File: src/rtl/sm2tc_serial_arb_if.sv
// sm2tc_serial_arb_if: requester, result and status signals of the sign-magnitude arbiter
interface sm2tc_serial_arb_if #(parameter int N = 8);
   logic req0_valid, req0_ready, req1_valid, req1_ready;
   logic [N-1:0] req0_data, req1_data, out_data;
   logic out_valid, out_ready, out_id, busy;
   modport master (
      output req0_valid, req0_data, req1_valid, req1_data, out_ready,
      input req0_ready, req1_ready, out_valid, out_data, out_id, busy
   );
   modport slave (
      input req0_valid, req0_data, req1_valid, req1_data, out_ready,
      output req0_ready, req1_ready, out_valid, out_data, out_id, busy
   );
endinterface

File: src/rtl/sm2tc_serial_arb.sv
// sm2tc_serial_arb: two-requester round-robin bit-serial sign-magnitude to two's-complement converter
module sm2tc_serial_arb #(
   parameter int N = 8
) (
   input logic clk,
   input logic rst_n,
   sm2tc_serial_arb_if.slave bus
);
   localparam int IW = $clog2(N);
   typedef enum logic [1:0] {IDLE, CONV, HOLD} state_t;
   state_t state, state_nxt;
   logic [N-1:0] mag, res, res_nxt, sel, out_data;
   logic [IW-1:0] idx;
   logic sign, carry, t, id, last, grant, xfer, done;
   always_comb begin
      grant = (bus.req0_valid & bus.req1_valid) ? ~last : bus.req1_valid;
      xfer = rst_n & (state == IDLE) & (bus.req0_valid | bus.req1_valid);
      sel = grant ? bus.req1_data : bus.req0_data;
      t = mag[0] ^ sign;
      done = idx == IW'(N - 2);
      res_nxt = res;
      res_nxt[idx] = t ^ carry;
      res_nxt[N-1] = sign;
      state_nxt = xfer ? CONV
                : (state == CONV && done) ? HOLD
                : (state == HOLD && bus.out_ready) ? IDLE
                : state;
      bus.req0_ready = xfer & ~grant;
      bus.req1_ready = xfer & grant;
      bus.out_valid = state == HOLD;
      bus.busy = state != IDLE;
      bus.out_id = id;
      bus.out_data = out_data;
   end
   always_ff @(posedge clk) begin
      if (!rst_n) begin
         state <= IDLE;
         mag <= '0;
         res <= '0;
         out_data <= '0;
         sign <= 1'b0;
         carry <= 1'b0;
         idx <= '0;
         id <= 1'b0;
         last <= 1'b1;
      end else begin
         state <= state_nxt;
         if (xfer) begin
            mag <= sel;
            sign <= sel[N-1];
            carry <= sel[N-1];
            idx <= '0;
            id <= grant;
         end
         // magnitude shifts down so its current bit is always at position 0
         if (state == CONV) begin
            mag <= mag >> 1;
            res <= res_nxt;
            carry <= t & carry;
            idx <= idx + 1'b1;
            if (done) out_data <= res_nxt;
         end
         if (state == HOLD && bus.out_ready) last <= id;
      end
   end
endmodule

File: src/flat_wrapper.sv
// flat-port wrapper written by rule: the top's interface ports become plain ports
module sm2tc_serial_arb_flat 
#(
   parameter int N = 8
)
  (clk, rst_n, bus_req0_valid, bus_req0_data, bus_req1_valid, bus_req1_data, bus_out_ready, bus_req0_ready, bus_req1_ready, bus_out_valid, bus_out_data, bus_out_id, bus_busy);
  sm2tc_serial_arb_if #(.N(N)) bus_i ();
  input logic clk;
  input logic rst_n;
  input wire logic [$bits(bus_i.req0_valid)-1:0] bus_req0_valid;
  input wire logic [$bits(bus_i.req0_data)-1:0] bus_req0_data;
  input wire logic [$bits(bus_i.req1_valid)-1:0] bus_req1_valid;
  input wire logic [$bits(bus_i.req1_data)-1:0] bus_req1_data;
  input wire logic [$bits(bus_i.out_ready)-1:0] bus_out_ready;
  output wire logic [$bits(bus_i.req0_ready)-1:0] bus_req0_ready;
  output wire logic [$bits(bus_i.req1_ready)-1:0] bus_req1_ready;
  output wire logic [$bits(bus_i.out_valid)-1:0] bus_out_valid;
  output wire logic [$bits(bus_i.out_data)-1:0] bus_out_data;
  output wire logic [$bits(bus_i.out_id)-1:0] bus_out_id;
  output wire logic [$bits(bus_i.busy)-1:0] bus_busy;
  assign bus_i.req0_valid = bus_req0_valid;
  assign bus_i.req0_data = bus_req0_data;
  assign bus_i.req1_valid = bus_req1_valid;
  assign bus_i.req1_data = bus_req1_data;
  assign bus_i.out_ready = bus_out_ready;
  assign bus_req0_ready = bus_i.req0_ready;
  assign bus_req1_ready = bus_i.req1_ready;
  assign bus_out_valid = bus_i.out_valid;
  assign bus_out_data = bus_i.out_data;
  assign bus_out_id = bus_i.out_id;
  assign bus_busy = bus_i.busy;
  sm2tc_serial_arb #(.N(N)) u_core (.clk(clk), .rst_n(rst_n), .bus(bus_i));
endmodule
File: config.mk
export PLATFORM = sky130hd
export DESIGN_NAME = sm2tc_serial_arb_flat
export DESIGN_NICKNAME = d
export VERILOG_FILES = /design/src/rtl/sm2tc_serial_arb_if.sv /design/src/rtl/sm2tc_serial_arb.sv /design/src/flat_wrapper.sv
export SDC_FILE = /design/constraint.sdc
export NUM_CORES = 1
export LEC_CHECK = 0
export ABC_AREA = 1
export BUFFER_PORTS_ARGS = -buffer_cell sky130_fd_sc_hd__buf_4
export CORE_MARGIN = 3
export CORE_UTILIZATION = 45
export DETAILED_ROUTE_END_ITERATION = 8
export PLACE_DENSITY = 0.77
export SYNTH_ARGS = -nofsm -noshare
export SYNTH_HDL_FRONTEND = slang
export SYNTH_SLANG_ARGS = --single-unit
export TNS_END_PERCENT = 5
File: constraint.sdc
create_clock -name clk -period 1.51 [get_ports clk]
set_clock_uncertainty 0.1 [all_clocks]
set_input_delay 0.0755 -clock clk [delete_from_list [all_inputs] [get_ports clk]]
set_output_delay 0.0755 -clock clk [all_outputs]
set_load 0.05 [all_outputs]
==> flow_metrics.tcl, run 1 <==
set metrics [dict create \
    outcome "completed" \
    first_pass_iters 4 \
    clkPwrFrac 0.365 \
    p_total_w 0.002264 \
    leakage_nw 1.121 \
    avgRoutedWirePerCell_um 11.69 \
    cp_max_fo 4 \
    hold_viol 0 \
    drt_iter0_drc 93 \
    worstSetupEndpointType "output pin" \
    cts_root_buf "clkbuf_8" \
    p_comb_frac 0.227 \
    fmax_mhz 674.3 \
    whs_path_depth 3 \
    synth_area_leaders "dfxtp_1 (38%), nand2_1 (14%), nand3_1 (9.9%)" \
    fin_crit_ps 1483 \
    synth-edff-count 0 \
    grt_max_degree 14 \
    required_ps 1330 \
    worst_path_dominant_cell_family "flip-flops" \
    rsz0062_at_grt "yes" \
    io_buffers 33 \
    grt_pass1_wl_mm 5.927 \
    clockBufferDepth 2 \
    finalWeightedCongestion 0.7682 \
    synth_area_um2 1665 \
    max_slew_margin 0.7648 \
    gr-total-overflow 0 \
    clock_latency_ps 290 \
    ys_types 31 \
    fp.dieW_um 66.84 \
    ios 34 \
    powerDensity_nw_per_um2 1004 \
    fill_cells 304 \
    synth_seq_area_share 0.3847 \
    final_max_slew_viol_count 0 \
    cts_tree "done" \
    synth_common_cells "nand2_1 (61), nand3_1 (33), dfxtp_1 (32)" \
    clkTransAtPathRegs_ps 70 \
    drc 0 \
    synth_async_sr_flop_share 0 \
    ys.flop_type "dfxtp_1" \
    syn-num-nets 246 \
    crit_arrival_ps 1310 \
    slowest_stage "dfxtp_4" \
    syn_avg_cell_area_um2 7.502 \
    die_y_um 66.84 \
    synthCells 222 \
    yosys_warnings 0 \
    reg2regPathDepth 5 \
    dp.cells 307 \
    min-delay-start "rst_n" \
    fin_nets 301 \
    route.antenna.remaining_nets 0 \
    finalNonFillerCells 324 \
    yosysTopAreaCell "dfxtp_1" \
    vias 1570 \
    p_switching_w 0.0006655 \
    ys_seq_elements 32 \
    dieArea_um2 4467 \
    cts_made_buffers 5 \
    worstSetupPathType "reg -> out" \
    grt_antenna_before_repair 0 \
    htreeDepth 2 \
    r2r_start "u_core.mag[0]" \
    rrSetupSlack_ps 90 \
    rows 21 \
    synth_top_area_frac 0.3847 \
    drt-vias-per-instance 4.846 \
    p_int_w 0.001598 \
    min_period_over_period 0.9822 \
    grt_pass1_vias 1391 \
    start_util 0.4838 \
    core_um2 3442 \
    synth_most_common_cell "nand2_1" \
    antenna_cells 0 \
    worstPathCellList "nor2_4 -> nand3_4 -> buf_6 -> nor2_2 -> buf_6" \
    dp_hpwl_mm 2.539 \
    cp_slowest_stage_delay_ps 370 \
    syn_to_final_growth_pct 35.46 \
    worstMarginPinSlew_ps 352.5 \
    cts_sinks 32 \
    r2r_end "u_core.res[6]" \
    crit_path_start_kind "flop" \
    cpMostUsedCell "buf_6" \
    critPathBufInv 2 \
    power.share.switching 0.2940 \
    layout-drive-gt1-share 0.3345 \
    whs_endpoint "u_core.bus.out_id" \
    setup_viol 0 \
    hold_path.class "in -> reg" \
    grt_usage 0.1765 \
    wl_mm 3.788 \
    irDropWorstVdd_mv 0.6094 \
    maxCapViolations 0 \
    seqPwrFrac 0.408 \
]
power by group through the flow:
stage                     combinational [W]  sequential, W  clock, W
after detailed placement           0.000438       0.000939         0
after CTS                          0.000453       0.000919  0.000831
after global routing               0.000563       0.000929  0.000874
after global placement             0.000433       0.000936         0
final                              0.000515       0.000924  0.000825
after floorplan                    0.000305       0.000947         0
layout by cell type (no fill, tap or decap), types with 2 or more instances in the layout:
cell,count
nand2_4,3
inv_2,2
o21ai_1,5
inv_6,2
o21ai_0,6
dfxtp_1,30
clkbuf_8,5
nand2_1,60
nor2_4,2
dlygate4sd3_1,6
inv_1,27
buf_4,45
a21oi_1,3
o21ai_2,6
a21oi_2,3
a21o_1,2
nor2_1,8
ha_1,2
nand3_1,33
buf_6,3
o22ai_2,7
nor2_2,3
nand2_2,2
metrics by stage:
step / hold slack [ps] / utilization / setup TNS (ps) / setup WS, ps / area [um2]
6_report: 22.18 / 0.6554 / 0 / 26.92 / 2256
5_1_grt: 37.29 / 0.6554 / -117.6 / -33.10 / 2256
3_3_place_gp: 230.1 / 0.5802 / 0 / 16.34 / 1997
4_1_cts: 18.78 / 0.6300 / -278.0 / -86.82 / 2168
2_1_floorplan: 132.5 / - / -109.0 / -109.0 / 1668
3_5_place_dp: 240.5 / 0.5802 / -39.40 / -37.37 / 1997
logic make-up (layout without fill, tap and decap cells):
| logic type | count (synthesis) | count (layout) | share of synthesized area |
|---|---|---|---|
| flip-flops | 32 | 32 | 0.3847 |
| AND/OR/NAND/NOR | 115 | 115 | 0.3231 |
| AO/OA/AOI/OAI | 33 | 33 | 0.1480 |
| buffers and inverters | 38 | 94 | 0.1165 |
| XOR/XNOR | 1 | 1 | 0.005260 |
| adder cells (fa/ha/maj) | 3 | 3 | 0.02254 |
worst max-delay path by stage:
stage | start | to | slack (ps) | depth (start not counted)
6_report | u_core.state[0] | bus_req0_ready | 30 | 5
5_1_grt | u_core.last | bus_req0_ready | -30 | 5
4_1_cts | u_core.state[1] | bus_req1_ready | -90 | 6
3_5_place_dp | u_core.sign | u_core.bus.out_data[2] | -40 | 6
3_3_place_gp | u_core.sign | u_core.bus.out_data[0] | 20 | 5
2_1_floorplan | u_core.state[0] | bus_req0_ready | -110 | 4
sequential cells by signal (all words and copies together), names as in the netlist:
name	count
u_core.carry	1
u_core.idx	3
u_core.mag	8
u_core.state	2
u_core.sign	1
u_core.bus.out_data	8
u_core.bus.out_id	1
u_core.res	7
u_core.last	1
layout make-up:
cell class / count / area [um2] / area share
clock buffer: 5 / 68.82 / 0.03050
multi-input combinational: 152 / 877.1 / 0.3888
timing repair buffer: 54 / 431.7 / 0.1913
sequential: 32 / 645.6 / 0.2862
clock inverter: 3 / 42.54 / 0.01886
inverter: 32 / 132.6 / 0.05879
tap: 46 / 57.56 / 0.02551
routing by layer:
metal / share of wire / track usage / vias to the layer above
met1: 0.44 / 0.2122 / 719
met2: 0.49 / 0.2896 / 23
met5: 0 / 0 / -
met3: 0.045 / 0.05902 / 7
li1: - / - / 821
met4: 0.022 / 0.06599 / 0
worst register-to-register path, delay by kind of cell, from the launching register on:
kind                     cells  cell delay (ps)
flip-flops                   1              350
buffers and inverters        1              140
AO/OA/AOI/OAI                2              210
adder cells (fa/ha/maj)      1              270
XOR/XNOR                     1              230
repair_timing:
action                                  4_1_cts  5_1_grt
pin swaps                                     1        5
buffers inserted                              0        3
gates resized for setup                       1       23
hold endpoints to repair                      4        0
hold buffers                                  6        0
endpoints found under the setup margin        8       17
Note: power is estimated with default switching activity, not from simulation.
==> inputs of run 2 (changes only) <==
- ABC_AREA: 1 -> unset
- PLACE_DENSITY: 0.77 -> 0.78
==> run 2 against run 1 <==
Against the previous run: the flow now finishes with violations (negative setup slack); global-route usage increased by 3.8 points; worst hold slack improved by 48 ps; sequential power decreased by 1%; cell area decreased by 5.2%.
==> flow_metrics.tcl, run 2 <==
set metrics [dict create \
    die_y_um 63.91 \
    syn_to_final_growth_pct 41.71 \
    clkTransAtPathRegs_ps 90 \
    synth_top_area_frac 0.4245 \
    wl_mm 4.087 \
    worst_path_dominant_cell_family "simple AND/OR/NAND/NOR gates" \
    first_pass_iters 4 \
    synth_most_common_cell "dfxtp_1" \
    irDropWorstVdd_mv 0.7679 \
    place_area_um2 1795 \
    fp.dieW_um 63.91 \
    drt_iter0_drc 35 \
    ys.flop_type "dfxtp_1" \
    critPathBufInv 1 \
    io_buffers 33 \
    syn-num-nets 191 \
    layout_common_cells "buf_4 (39), dfxtp_1 (29), dlygate4sd3_1 (20)" \
    cts_root_buf "clkbuf_4" \
    whs_ps 70.45 \
    syn_avg_cell_area_um2 9.036 \
    core_um2 3128 \
    rsz0062_at_grt "yes" \
    worstPathCellList "nor3b_4 -> and3_4 -> buf_8" \
    synth_area_um2 1509 \
    min_period_over_period 1.001 \
    multiInputGateArea_um2 809.5 \
    fmax_mhz 661.7 \
    place_ws_ps -16.21 \
    synth_seq_area_share 0.4245 \
    worstMarginPinSlew_ps 732.6 \
    ys_types 34 \
    max_slew_margin 0.5065 \
    hold_viol 0 \
    dieArea_um2 4084 \
    yosysTopAreaCell "dfxtp_1" \
    gr-total-overflow 0 \
    synth_common_cells "dfxtp_1 (32), mux2i_1 (16), a22oi_1 (14), nor2_1 (14)" \
    cts_sinks 32 \
    cts_made_buffers 5 \
    grt_max_degree 17 \
    synthCells 167 \
    yosys_warnings 0 \
    ys_seq_elements 32 \
    cp_max_fo 5 \
    cp_slowest_stage_delay_ps 380 \
    layout-drive-gt1-share 0.2876 \
    clockBufferDepth 2 \
    setup_ws_ps -1.330 \
    leakage_nw 0.8852 \
    worstSetupEndpointType "output pin" \
    rows 20 \
    violations "negative setup slack" \
    fill_cells 240 \
    drc 0 \
    slowest_stage "dfxtp_4" \
    finalWeightedCongestion 0.8300 \
    crit_path_start_kind "flop" \
    synth-edff-count 0 \
    fin_nets 249 \
    final_cell_area_um2 2138 \
    avgRoutedWirePerCell_um 15.14 \
    clock_latency_ps 330 \
    cts_tree "done" \
    htreeDepth 2 \
    final_max_slew_viol_count 0 \
    hold_path.class "in -> reg" \
    final-seq-area_um2 649.4 \
    grt_pass1_wl_mm 6.768 \
    crit_arrival_ps 1340 \
    synth_area_leaders "dfxtp_1 (42%), mux2i_1 (11%), a22oi_1 (7.0%)" \
    final_common_cell "buf_4" \
    start_util 0.4824 \
    top_regs "u_core.bus.out_data: 8 flops, u_core.mag: 8 flops, u_core.res: 7 flops" \
    synth_async_sr_flop_share 0 \
    worstSetupPathType "reg -> out" \
    setup_viol 1 \
    grt_pass1_vias 1513 \
    ios 34 \
    route.antenna.remaining_nets 0 \
    grt_usage 0.2143 \
    p_total_w 0.001827 \
    vias 1443 \
    grt_antenna_before_repair 0 \
    antenna_cells 0 \
    fin_tns_setup_ps -1.330 \
    powerDensity_nw_per_um2 854.6 \
    outcome "finished with violations" \
    required_ps 1330 \
    maxCapViolations 0 \
    dp_hpwl_mm 2.678 \
    drt-vias-per-instance 5.344 \
    fin_crit_ps 1511 \
]
## run 2: cell count changes in the layout (fill, tap and decap cells not counted), moves of 7 or more
cell,change
o22ai_2,-7
mux2i_1,+16
nand3_1,-29
inv_1,-25
nand2_1,-50
a22oi_1,+14
o21ai_1,+7
dlygate4sd3_1,+14
## run 2: layout make-up
type	count	area share
Sequential cell	32	0.3037
Multi-Input combinational cell	120	0.3786
Tap cell	44	0.02575
Timing Repair Buffer	63	0.2592
Inverter	3	0.005266
Clock buffer	8	0.02750
## run 2: worst paths after layout
| check | slack (ps) | cells past startpoint | end | from |
|---|---|---|---|---|
| setup / recovery | -1 | 3 | bus_req1_ready | u_core.state[0] |
| hold / removal | 70 | 3 | u_core.idx[0] | rst_n |
| setup reg to reg | 30 | 3 | u_core.bus.out_id | u_core.state[0] |
| hold reg to reg | 370 | 2 | u_core.mag[7] | u_core.mag[7] |
## run 2: repair_timing
action | CTS | global route
hold buffers | 20 | 0
resized for setup | 11 | 13
pin swaps | 3 | 4
buffers inserted | 2 | 1
hold endpoints to repair | 19 | 0
setup endpoints to repair | 8 | 15
gates cloned | 0 | 0
## run 2: kinds of logic (layout without fill, tap and decap cells)
group,after synthesis,in the layout,share of synthesized area
muxes,16,16,0.1061
AOI/OAI and AO/OA,48,48,0.1998
adders and majority gates,3,3,0.02488
DFF,32,32,0.4245
and+or+nand+nor,52,52,0.1774
xor gates and xnor gates,1,1,0.005805
buffers and inverters,15,74,0.06135
## run 2: layer usage
| metal | part of all wire | track usage | vias up |
|---|---|---|---|
| li1 | - | - | 713 |
| met1 | 0.40 | 0.2208 | 675 |
| met2 | 0.52 | 0.4052 | 46 |
| met3 | 0.062 | 0.06151 | 9 |
| met4 | 0.013 | 0.07547 | 0 |
| met5 | 0 | 0 | - |
## run 2: power by group
group	switching [W]	internal (W)
logic	0.000208	0.000203
registers	0.0000332	0.000881
clock network	0.000273	0.000229
## run 2: through the flow
stage	std cells	util
2_1_floorplan	167	-
3_3_place_gp	239	0.5740
3_5_place_dp	239	0.5740
4_1_cts	269	0.6716
5_1_grt	270	0.6836
6_report	270	0.6836
## run 2: worst min-delay path: stages
cell and delay, ps:
buf_4 140, clkinv_1 180, a21oi_1 70
==> inputs of run 3 (changes only) <==
- CORE_ASPECT_RATIO: unset -> 1.4
==> run 3 against run 2 <==
Against the previous run: the run now ends clean; die area up 0.24%; worst setup slack improved by 16 ps; via count fell by 1.0%; final cell count decreased by 3.3%; flip-flop and latch count unchanged; first-iteration DRC count increased by 31%; worst hold slack lost 33 ps; global-route usage hardly changed; highest routed layer unchanged.
==> flow_metrics.tcl, run 3 (synthesis results as in run 2) <==
set metrics [dict create \
    outcome "completed" \
    cts_sinks 32 \
    dieArea_um2 4094 \
    crit_arrival_ps 1320 \
    fin_tns_setup_ps 0 \
    post-route-util 0.6766 \
    grt_max_degree 17 \
    worstSetupEndpointType "output pin" \
    cts_made_buffers 5 \
    gr-total-overflow 0 \
    rrSetupSlack_ps 70 \
    drt_iter0_drc 46 \
    clkTransAtPathRegs_ps 60 \
    htreeDepth 2 \
    layout-drive-gt1-share 0.2973 \
    dp.cells 235 \
    fin_nets 245 \
    fin_crit_ps 1496 \
    grt_usage 0.2140 \
    min_period_over_period 0.9904 \
    clockBufferDepth 2 \
    grt_antenna_before_repair 0 \
    cts_tree "done" \
    ios 34 \
    hold_path.class "in -> reg" \
    start_util 0.4786 \
    r2r_end "u_core.mag[7]" \
    worstSetupPathType "reg -> out" \
    finalNonFillerCells 261 \
    clock_latency_ps 280 \
    cts_root_buf "clkbuf_8" \
    whs_endpoint "u_core.state[1]" \
    reg2regPathDepth 5 \
    r2r_start "u_core.state[1]" \
    vias 1428 \
    rows 24 \
    route.antenna.remaining_nets 0 \
    max_slew_margin 0.6684 \
    maxCapViolations 0 \
    top_regs "u_core.bus.out_data: 8 flops, u_core.mag: 8 flops, u_core.res: 7 flops" \
    irDropWorstVdd_mv 0.6504 \
    core_um2 3153 \
    whs_path_depth 4 \
    rsz0062_at_grt "yes" \
    grt_pass1_wl_mm 6.223 \
    first_pass_iters 4 \
    worstMarginPinSlew_ps 494.1 \
    layout_common_cells "buf_4 (42), dfxtp_1 (30), mux2i_1 (16), dlygate4sd3_1 (16)" \
    cp_max_fo 9 \
    dp_hpwl_mm 2.723 \
    powerDensity_nw_per_um2 1027 \
    avgRoutedWirePerCell_um 15.20 \
    leakage_nw 0.8936 \
    grt_pass1_vias 1393 \
    syn_to_final_growth_pct 41.38 \
    die_y_um 74.52 \
    final_common_cell "buf_4" \
    wl_mm 3.968 \
    crit_path_start_kind "flop" \
    io_buffers 33 \
    p_total_w 0.002192 \
    fmax_mhz 668.6 \
    drc 0 \
    final_max_slew_viol_count 0 \
    min-delay-start "bus_out_ready" \
    fp.dieW_um 54.94 \
    setup_viol 0 \
    antenna_cells 0 \
    required_ps 1330 \
    drt-vias-per-instance 5.471 \
    hold_viol 0 \
    finalWeightedCongestion 0.8638 \
]
==> run 3: how the worst max path moves through the flow <==
stage               slack [ps]       startpoint  cells after the start                     end
finish                      10  u_core.state[1]                      3          bus_req0_ready
floorplan                   30      u_core.sign                      5  u_core.bus.out_data[6]
global route               -40  u_core.state[1]                      3          bus_req0_ready
detailed placement         -40  u_core.state[1]                      4             u_core.sign
CTS                        -20  u_core.state[1]                      3          bus_req1_ready
global placement            30      u_core.sign                      4  u_core.bus.out_data[6]
==> run 3: where the power goes <==
group          total, W  switching, W  internal, W  leakage (nW)
combinational  0.000394      0.000204     0.000190         0.568
sequential     0.000915     0.0000322     0.000883         0.261
clock          0.000882      0.000301     0.000582        0.0645
==> run 3: layout make-up <==
cell class                 instances  area [um2]
tap                               39       48.80
multi-input combinational        120       808.3
timing repair buffer              59       495.5
sequential                        32       643.1
clock inverter                     1       30.03
clock buffer                       7       96.34
inverter                           3       11.26
fill                             239        1020
==> run 3: per-stage QoR <==
stage          setup slack, ps  hold WS (ps)  area [um2]
3_3_place_gp             28.34         218.4        1797
5_1_grt                 -42.81         46.79        2133
2_1_floorplan            31.96         110.1        1509
4_1_cts                 -15.54         33.24        2113
3_5_place_dp            -41.38         223.6        1797
6_report                 14.44         37.46        2133
==> run 3: critical path: stages (launching register included) <==
cell     delay [ps]
dfxtp_2         380
nor3b_4         240
and3_4          220
buf_4           190
==> run 3: timing repair <==
action	CTS	global route
gates resized for setup	7	8
buffers inserted	2	0
hold buffers	16	0
setup endpoints to repair	15	15
hold endpoints to repair	9	0
cloned	0	0
pin swaps	3	0
==> run 3: per-layer routing <==
layer  routed length (um)  track usage
met1                 1550       0.2215
met2                 2107       0.3816
met3                  211      0.03808
met4                   99       0.1324
met5                    0            0
